===== src/rtl/lsu_pkg.sv =====
// Shared definitions for the load/store unit: width codes, FSM states and
// request legality helpers.
package lsu_pkg;

  localparam logic [2:0] F3_B  = 3'b000;
  localparam logic [2:0] F3_H  = 3'b001;
  localparam logic [2:0] F3_W  = 3'b010;
  localparam logic [2:0] F3_BU = 3'b100;
  localparam logic [2:0] F3_HU = 3'b101;

  typedef enum logic [1:0] {
    IDLE  = 2'd0,
    READ  = 2'd1,
    WRITE = 2'd2
  } lsu_state_t;

  // Alignment only; an illegal width code is reported by is_illegal.
  function automatic logic is_misaligned(input logic [2:0] funct3,
                                         input logic [1:0] addr_lo);
    logic bad;
    bad = 1'b0;
    case (funct3)
      F3_H, F3_HU: bad = addr_lo[0];
      F3_W:        bad = (addr_lo != 2'b00);
      default:     bad = 1'b0;
    endcase
    return bad;
  endfunction

  function automatic logic is_illegal(input logic write,
                                      input logic [2:0] funct3);
    logic bad;
    if (write) begin
      bad = (funct3 > F3_W);
    end else begin
      bad = !((funct3 == F3_B) || (funct3 == F3_H) || (funct3 == F3_W) ||
              (funct3 == F3_BU) || (funct3 == F3_HU));
    end
    return bad;
  endfunction

endpackage


===== src/rtl/lsu_align.sv =====
// Byte-lane logic: load extraction with sign/zero extension and sub-word
// store merge into an existing word. Purely combinational.
module lsu_align
  import lsu_pkg::*;
(
  input  logic [31:0] word,
  input  logic [31:0] wdata,
  input  logic [1:0]  addr_lo,
  input  logic [2:0]  funct3,
  output logic [31:0] rdata,
  output logic [31:0] merged
);

  function automatic logic [31:0] extract(input logic [31:0] w,
                                          input logic [1:0]  lo,
                                          input logic [2:0]  f3);
    logic [7:0]  b;
    logic [15:0] h;
    logic [31:0] r;
    b = w[{lo, 3'b000} +: 8];
    h = lo[1] ? w[31:16] : w[15:0];
    case (f3)
      F3_B:    r = {{24{b[7]}}, b};
      F3_H:    r = {{16{h[15]}}, h};
      F3_BU:   r = {24'd0, b};
      F3_HU:   r = {16'd0, h};
      default: r = w;
    endcase
    return r;
  endfunction

  function automatic logic [31:0] merge(input logic [31:0] old,
                                        input logic [31:0] wd,
                                        input logic [1:0]  lo,
                                        input logic [2:0]  f3);
    logic [31:0] m;
    m = old;
    case (f3)
      F3_B:    m[{lo, 3'b000} +: 8]     = wd[7:0];
      F3_H:    m[{lo[1], 4'b0000} +: 16] = wd[15:0];
      default: m = wd;
    endcase
    return m;
  endfunction

  assign rdata  = extract(word, addr_lo, funct3);
  assign merged = merge(word, wdata, addr_lo, funct3);

endmodule


===== src/rtl/load_store_unit.sv =====
// Load/store unit: accepts core requests, checks alignment, and drives a
// word-addressed memory with read-modify-write for sub-word stores.
module load_store_unit
  import lsu_pkg::*;
#(
  parameter int ADDR_WIDTH = 32
) (
  input  logic                  clk,
  input  logic                  reset,
  input  logic                  req_valid,
  output logic                  req_ready,
  input  logic                  req_write,
  input  logic [2:0]            req_funct3,
  input  logic [ADDR_WIDTH-1:0] req_addr,
  input  logic [31:0]           req_wdata,
  output logic                  resp_valid,
  output logic [31:0]           resp_rdata,
  output logic                  resp_misaligned,
  output logic [ADDR_WIDTH-1:0] mem_addr,
  output logic [31:0]           mem_din,
  output logic                  mem_read,
  output logic                  mem_write,
  input  logic [31:0]           mem_dout
);

  // Handshake: a request transfers on a rising edge with req_valid && req_ready;
  // req_ready is high only in IDLE, and the response is a single-cycle pulse.
  lsu_state_t  state;
  lsu_state_t  state_next;
  logic        write_q;
  logic [2:0]  funct3_q;
  logic [1:0]  addr_lo_q;
  logic [31:0] wdata_q;
  logic        accept;
  logic        fault;
  logic [31:0] ext_rdata;
  logic [31:0] merged;

  assign req_ready = (state == IDLE);
  assign accept    = req_valid && req_ready;
  assign fault     = is_illegal(req_write, req_funct3) ||
                     is_misaligned(req_funct3, req_addr[1:0]);
  assign mem_read  = (state == READ);
  assign mem_write = (state == WRITE);

  lsu_align u_align (
    .word    (mem_dout),
    .wdata   (wdata_q),
    .addr_lo (addr_lo_q),
    .funct3  (funct3_q),
    .rdata   (ext_rdata),
    .merged  (merged)
  );

  always_ff @(posedge clk) begin
    if (reset) begin
      state <= IDLE;
    end else begin
      state <= state_next;
    end
  end

  always_comb begin
    state_next = state;
    case (state)
      IDLE: begin
        if (accept && !fault) begin
          state_next = (req_write && (req_funct3 == F3_W)) ? WRITE : READ;
        end
      end
      READ:    state_next = write_q ? WRITE : IDLE;
      WRITE:   state_next = IDLE;
      default: state_next = IDLE;
    endcase
  end

  always_ff @(posedge clk) begin
    if (reset) begin
      write_q         <= 1'b0;
      funct3_q        <= 3'b000;
      addr_lo_q       <= 2'b00;
      wdata_q         <= 32'd0;
      resp_valid      <= 1'b0;
      resp_rdata      <= 32'd0;
      resp_misaligned <= 1'b0;
      mem_addr        <= '0;
      mem_din         <= 32'd0;
    end else begin
      resp_valid <= 1'b0;
      case (state)
        IDLE: begin
          if (accept) begin
            write_q   <= req_write;
            funct3_q  <= req_funct3;
            addr_lo_q <= req_addr[1:0];
            wdata_q   <= req_wdata;
            if (fault) begin
              resp_valid      <= 1'b1;
              resp_misaligned <= 1'b1;
              resp_rdata      <= 32'd0;
            end else begin
              mem_addr <= {req_addr[ADDR_WIDTH-1:2], 2'b00};
              if (req_write && (req_funct3 == F3_W)) begin
                mem_din <= req_wdata;
              end
            end
          end
        end
        READ: begin
          // Sub-word stores park the merged word on mem_din for the WRITE cycle.
          if (write_q) begin
            mem_din <= merged;
          end else begin
            resp_valid      <= 1'b1;
            resp_rdata      <= ext_rdata;
            resp_misaligned <= 1'b0;
          end
        end
        WRITE: begin
          resp_valid      <= 1'b1;
          resp_rdata      <= 32'd0;
          resp_misaligned <= 1'b0;
        end
        default: ;
      endcase
    end
  end

endmodule


===== config.mk =====
export PLATFORM = sky130hd
export DESIGN_NAME = load_store_unit
export DESIGN_NICKNAME = d
export VERILOG_FILES = /design/src/rtl/lsu_pkg.sv /design/src/rtl/lsu_align.sv /design/src/rtl/load_store_unit.sv
export SDC_FILE = /design/constraint.sdc
export NUM_CORES = 1
export LEC_CHECK = 0
export CAP_MARGIN = 20
export CORE_UTILIZATION = 40
export CTS_BUF_LIST = sky130_fd_sc_hd__clkbuf_8 sky130_fd_sc_hd__clkbuf_16
export DETAILED_ROUTE_END_ITERATION = 16
export PLACE_DENSITY = 0.7
export SLEW_MARGIN = 20
export SYNTH_ARGS = -nofsm -noshare
export SYNTH_HDL_FRONTEND = slang
export SYNTH_SLANG_ARGS = --single-unit

===== constraint.sdc =====
create_clock -name clk -period 3.6 [get_ports clk]
set_clock_uncertainty 0.1 [all_clocks]
set_input_delay 0.72 -clock clk [delete_from_list [all_inputs] [get_ports clk]]
set_output_delay 0.72 -clock clk [all_outputs]
set_load 0.01 [all_outputs]

* Yosys cells after proc, flatten, opt, wreduce, memory -nomap -nowiden
Cells that the tools add are included.
** Word-level totals
- Register bits after elaboration :: 136
- Input bits :: 103
- Output and inout bits :: 101
** Operators by class
- $add $sub $neg :: 2
- Magnitude comparators :: 1
- Eq/ne operators :: 16
- Shift-type cells :: 5
- Multiplexer cells :: 28
- Bitwise logic cells :: 1
- Reductions and logical operators :: 21
** Operators with widths (count)
- 32-bit 2-to-1 mux :: 7
- 32-bit one-hot mux with 2 select lines :: 2
- 32-bit one-hot mux with 4 select lines :: 1
- 32-bit one-hot mux with 3 select lines :: 1
- 32-bit bitwise mux :: 2
- 16-bit by 7-bit variable shift with 32-bit output, first input constant :: 1
- 8-bit by 7-bit variable shift with 32-bit output, first input constant :: 1
- 16-bit by 7-bit variable part select with 32-bit output :: 1
- 32-bit by 6-bit variable part select with 8-bit output :: 1
- 8-bit by 7-bit variable part select with 32-bit output :: 1
- 16-bit 2-to-1 mux :: 1
- 5-bit negator with 7-bit output :: 2
- 3-bit == test, second input constant :: 4
- 2-bit by 1-bit inequality test with 1-bit output, second input constant :: 5
- 1-bit 2-to-1 mux :: 7
- 3-bit by 1-bit == test with 1-bit output, second input constant :: 2
- 3-bit logical NOT :: 2
- 2-bit 2-to-1 mux :: 3
- 1-bit one-hot mux with 3 select lines :: 2
- 1-bit logical OR :: 5
- 5-bit AND reduction :: 1
- 2-bit inequality test, second input constant :: 2
- 2-bit one-hot mux with 2 select lines :: 1
- 4-bit AND reduction :: 1
- other kinds (14) :: 18

* Logic depth before layout (Yosys ltp)
- Word-level depth :: 12
- Depth in mapped cells :: 10
- Mapped depth without buffers :: 6

* By module
From an unflattened synthesis, not the netlist that was laid out.
** Second synthesis, totals
- Cells, all modules :: 887
- Area total of the unflattened synthesis :: 7260.7 µm²
** Modules (own cells, without submodules)
- load_store_unit :: times used 1, cells each 621, area an instance 5330.1 µm²
- lsu_align :: times used 1, cells each 266, area an instance 1930.6 µm²

* Worst setup path before layout
No wires, ideal clock.
- Kind :: reg2reg
- Start point :: register addr_lo_q[1]
- End point :: register mem_din[24]
- Arrival :: 2.456 ns
- Required time :: 3.440 ns
- Slack :: 0.984 ns
- Cell stages (with the launch flop) :: 10
- Cells stage by stage :: dfxtp_1 > buf_2 > buf_2 > inv_1 > buf_1 > ha_1 > nor3b_1 > a31oi_1 > o211ai_1 > a32o_1
** On the way
- Word-level cells in the longest chain between the ends :: 6
- Elaborated cells between the ends (all ways) :: 11
** Ends and longest elaborated chain
- start, declared :: line load_store_unit.sv:32 : logic [1:0] addr_lo_q;
- start signal, assigned :: line load_store_unit.sv:95 : addr_lo_q <= req_addr[1:0];
- 5-bit negator with 7-bit output, on equally long branches :: line lsu_align.sv:40, lsu_align.sv:39
- 16-bit by 7-bit variable part select with 32-bit output (tied with other cells) :: line lsu_align.sv:40 : F3_H: m[{lo[1], 4'b0000} +: 16] = wd[15:0];
- 32-bit bitwise mux, on equally long branches :: line lsu_align.sv:40, lsu_align.sv:39
- 32-bit one-hot mux with 2 select lines (*) :: line lsu_align.sv:38 : case (f3)
- 32-bit 2-to-1 mux (*) :: line load_store_unit.sv:111 : if (write_q) begin
- 32-bit one-hot mux with 2 select lines (*) :: line load_store_unit.sv:90 : case (state)
- end signal, assigned :: line load_store_unit.sv:104 : mem_din <= req_wdata;
- end signal, assigned :: line load_store_unit.sv:112 : mem_din <= merged;
- end, declared :: line load_store_unit.sv:20 : output logic [31:0] mem_din,
Mark *: on every way between the ends. The rest lies on a longest branch, timed or not. The select of a mux whose other input is x is not followed.
A chain may end at the register's enable or synchronous reset.

* Worst setup path after layout
- Start point :: register state[1]
- End point :: register mem_din[20]
** On the way
- Word-level cells in the longest chain between the ends :: 4
- Elaborated cells between the ends (all ways) :: 10
** Ends and longest elaborated chain
- start, declared :: line load_store_unit.sv:28 : lsu_state_t state;
- start signal, assigned :: line load_store_unit.sv:59 : state <= state_next;
- 2-bit logical NOT :: line load_store_unit.sv:39, load_store_unit.sv:90
- 1-bit logical AND :: line load_store_unit.sv:40 : assign accept = req_valid && req_ready;
- 2-bit by 1-bit inequality test with 1-bit output (no line)
- 5-bit AND reduction (no line)
Parallel ways exist; a longest one is shown, timed or not.

==> flow_summary.json <==
{
  "areaGrowthSynthToFinish_pct": 39.6,
  "cts_tree": "built",
  "hold_viol_final": 0,
  "grt_util_all_layers_pct": 26.7,
  "layout-drive-gt1-share_pct": 11.8,
  "synth_compound_area_share_pct": 29.9,
  "powerDensity_nw_per_um2": 467,
  "synthesis.area_um2": 6870,
  "ys_types": 70,
  "reg2reg_slack_ps": 710,
  "grt_first_pass_wirelength_um": 36600,
  "root_buffer": "clkbuf_16",
  "grt_start_max_net_pins": 41,
  "slowest_delay_ps": 830,
  "ys_ff_latch": 136,
  "antenna_found_initial": 0,
  "grt-ovfl-total": 0,
  "synth_edf_count": 0,
  "pin_count": 204,
  "synth_mux_area_share_pct": 3.81,
  "drt-initial-drc-count": 650,
  "hold_buffers": 0,
  "postCtsSetupBuffers": 0,
  "avgViaCountPerCell": 5.80,
  "final_common_cell": "clkdlybuf4s50_1",
  "die-area_um2": 17700,
  "worstSetupPathType": "reg2reg",
  "min_period_ps": 2890,
  "switching_share_pct": 29.6,
  "path_clk_slew_ps": 60,
  "post-route-period-util_pct": 80.3,
  "netlist_instances": 792,
  "tns_ps": 0,
  "layout_common_cells": "200 x clkdlybuf4s50_1, 162 x nand2_1, 136 x dfxtp_1, 76 x a21oi_1, 40 x nor2b_1",
  "rsz0062_at_grt": "no",
  "synth_adder_area_share_pct": 1.64,
  "p_switching_mw": 1.32,
  "synth-xor-area-share_pct": 0,
  "numCtsBuffers": 17,
  "fp.dieH_um": 133,
  "relSlewSlack_pct": 34.3,
  "start_util_pct": 41.1,
  "drc_errors": 0,
  "hold_ws_ps": 353,
  "clk_path_buf_depth": 2,
  "worstSetupStartpointType": "register",
  "synth_top_area_share_pct": 39.6,
  "synth_top_family_by_area": "compound AO/OA/AOI/OAI gates",
  "synthTopCellsByArea": "dfxtp_1 40%, nand2_1 8.9%, a21oi_1 5.6%, o2bb2ai_1 3.8%, nor2b_1 3.6%",
  "core_um2": 16700,
  "rows": 47,
  "post_cts_resized": 0,
  "worst_pin_slew_ps": 977,
  "worst_setup_path_end_kind": "register",
  "worstHoldPathType": "reg2reg",
  "yosys_warnings": 0,
  "n_fill_cell": 1545,
  "crit_top_cell": "inv_1",
  "first_pass_iters": 5,
  "io_buffers": 201,
  "finalMaxSlewViolations": 0,
  "sequentialPowerShare_pct": 37.4,
  "crit_required_ps": 3830,
  "clock_power_share_pct": 40.1,
  "worstPathCellList": "inv_1, ha_1, buf_4, inv_1, nor4b_2, a41oi_1, a311oi_2",
  "die_x_um": 133,
  "synthSimpleGateAreaFrac_pct": 19.6,
  "cpMaxStageDelayCell": "nor4b_2",
  "cp.arrival_ps": 3120,
  "dr_total_vias": 6911,
  "postRouteAntennaNets": 0,
  "synthArstFlopShare_pct": 0,
  "ctsHtreeMaxLevel": 4,
  "outcome": "finished, final reports clean",
  "dp.cells": 1161,
  "p_int_mw": 3.15,
  "synth_area_leader_cell": "dfxtp_1",
  "dpl.hpwl_um": 16500,
  "fmax_mhz": 346,
  "gp_congestion": 0.942,
  "wl_per_cell_um": 19.7,
  "avgSynthCellArea_um2": 8.67,
  "synth_seq_area_share_pct": 39.6,
  "first_global_vias": 6586,
  "power.leakage_nw": 3.34,
  "max_cap_viol_count": 0,
  "finalNonFillerCells": 1192,
  "vdd_ir_drop_max_uv": 350,
  "clkLatencyLatePin_ps": 420,
  "fin_util_pct": 57.4,
  "clock_sinks": 136,
  "layout_setup_ws_ps": 708,
  "synth-main-ff-cell": "dfxtp_1",
  "wl_um": 23500,
  "comb_power_share_pct": 22.5,
  "antenna_cells": 0,
  "cp_max_fo": 26,
  "layout.nets": 1072,
  "dp_slack_ps": 421,
  "setup_viol": 0
}
[cell type report]
cell class                 instances  area [µm²]  area share (%)
timing repair buffer             222        2160            22.6
tap                              220         275            2.87
clock inverter                    12         150            1.57
multi-input combinational        576        3800            39.6
sequential                       136        2720            28.4
inverter                           7        26.3           0.274
clock buffer                      19         453            4.72
[state kept, by name, indices dropped and copies added (netlist names)]
register	cells
mem_din	32
resp_rdata	32
wdata_q	32
mem_addr	30
funct3_q	3
addr_lo_q	2
state	2
resp_misaligned	1
resp_valid	1
write_q	1
[critical path: cells and delay by family (launching register included)]
kind / cells / cell delay, ps
AND/OR/NAND/NOR: 1 / 830
buffers and inverters: 3 / 800
AO/OA/AOI/OAI: 2 / 550
adder cells (fa/ha/maj): 1 / 190
flip-flops: 1 / 320
[Yosys cell counts (all sizes together) (3+ instances only)]
master	n
nand2	162
a311oi	10
a31oi	8
a41oi	12
a221oi	16
a32o	16
o211ai	17
or2	18
buf	29
nand4	9
a22o	12
dfxtp	136
o2bb2ai	30
nor2b	40
nor3	15
o21ai	10
inv	7
nand2b	6
nor2	13
a32oi	4
a2bb2oi	9
ha	9
clkbuf	44
o221a	3
a21oi	77
mux2i	7
o221ai	3
mux2	15
a221o	18
[per-stage QoR]
stage | area (µm²) | total power, mW
2_1_floorplan | 6870 | 2.27
3_3_place_gp | 8990 | 2.68
3_5_place_dp | 8990 | 2.69
4_1_cts | 9590 | 4.48
5_1_grt | 9590 | 4.66
6_report | 9590 | 4.48
[routing by layer]
layer,track usage [%],wire (µm),vias up
met2,39.8,10300,308
met3,7.47,1900,51
li1,-,-,3268
met1,36.3,10600,3284
met5,0,0,-
met4,10.1,628,0
[kinds of logic (layout without fill, tap and decap cells)]
kind of cell	Yosys count	count (layout)
other	1	2
adder cells (fa/ha/maj)	9	9
AO/OA/AOI/OAI	263	263
multiplexers	23	23
flip-flops	136	136
buffers and inverters	81	260
AND/OR/NAND/NOR	279	279
[power by group through the flow]
stage	Sequential [mW]	Combinational, mW	Clock (mW)
finish	1.67	1.01	1.80
global route	1.68	1.08	1.90
CTS	1.67	0.994	1.82
detailed placement	1.70	0.989	0
global placement	1.70	0.981	0
floorplan	1.68	0.588	0
[path summary, 6_finish.rpt]
kind	startpoint	cells after the start	end
worst max-delay path	state[1]$_SDFFE_PP0P_	7	mem_din[20]$_SDFFE_PP0P_
worst min register to register	mem_addr[11]$_SDFFE_PP0P_	2	mem_addr[11]$_SDFFE_PP0P_
worst min-delay path	mem_addr[11]$_SDFFE_PP0P_	2	mem_addr[11]$_SDFFE_PP0P_
worst max register to register	state[1]$_SDFFE_PP0P_	7	mem_din[20]$_SDFFE_PP0P_
No activity file was read; power rests on OpenSTA's default activity.
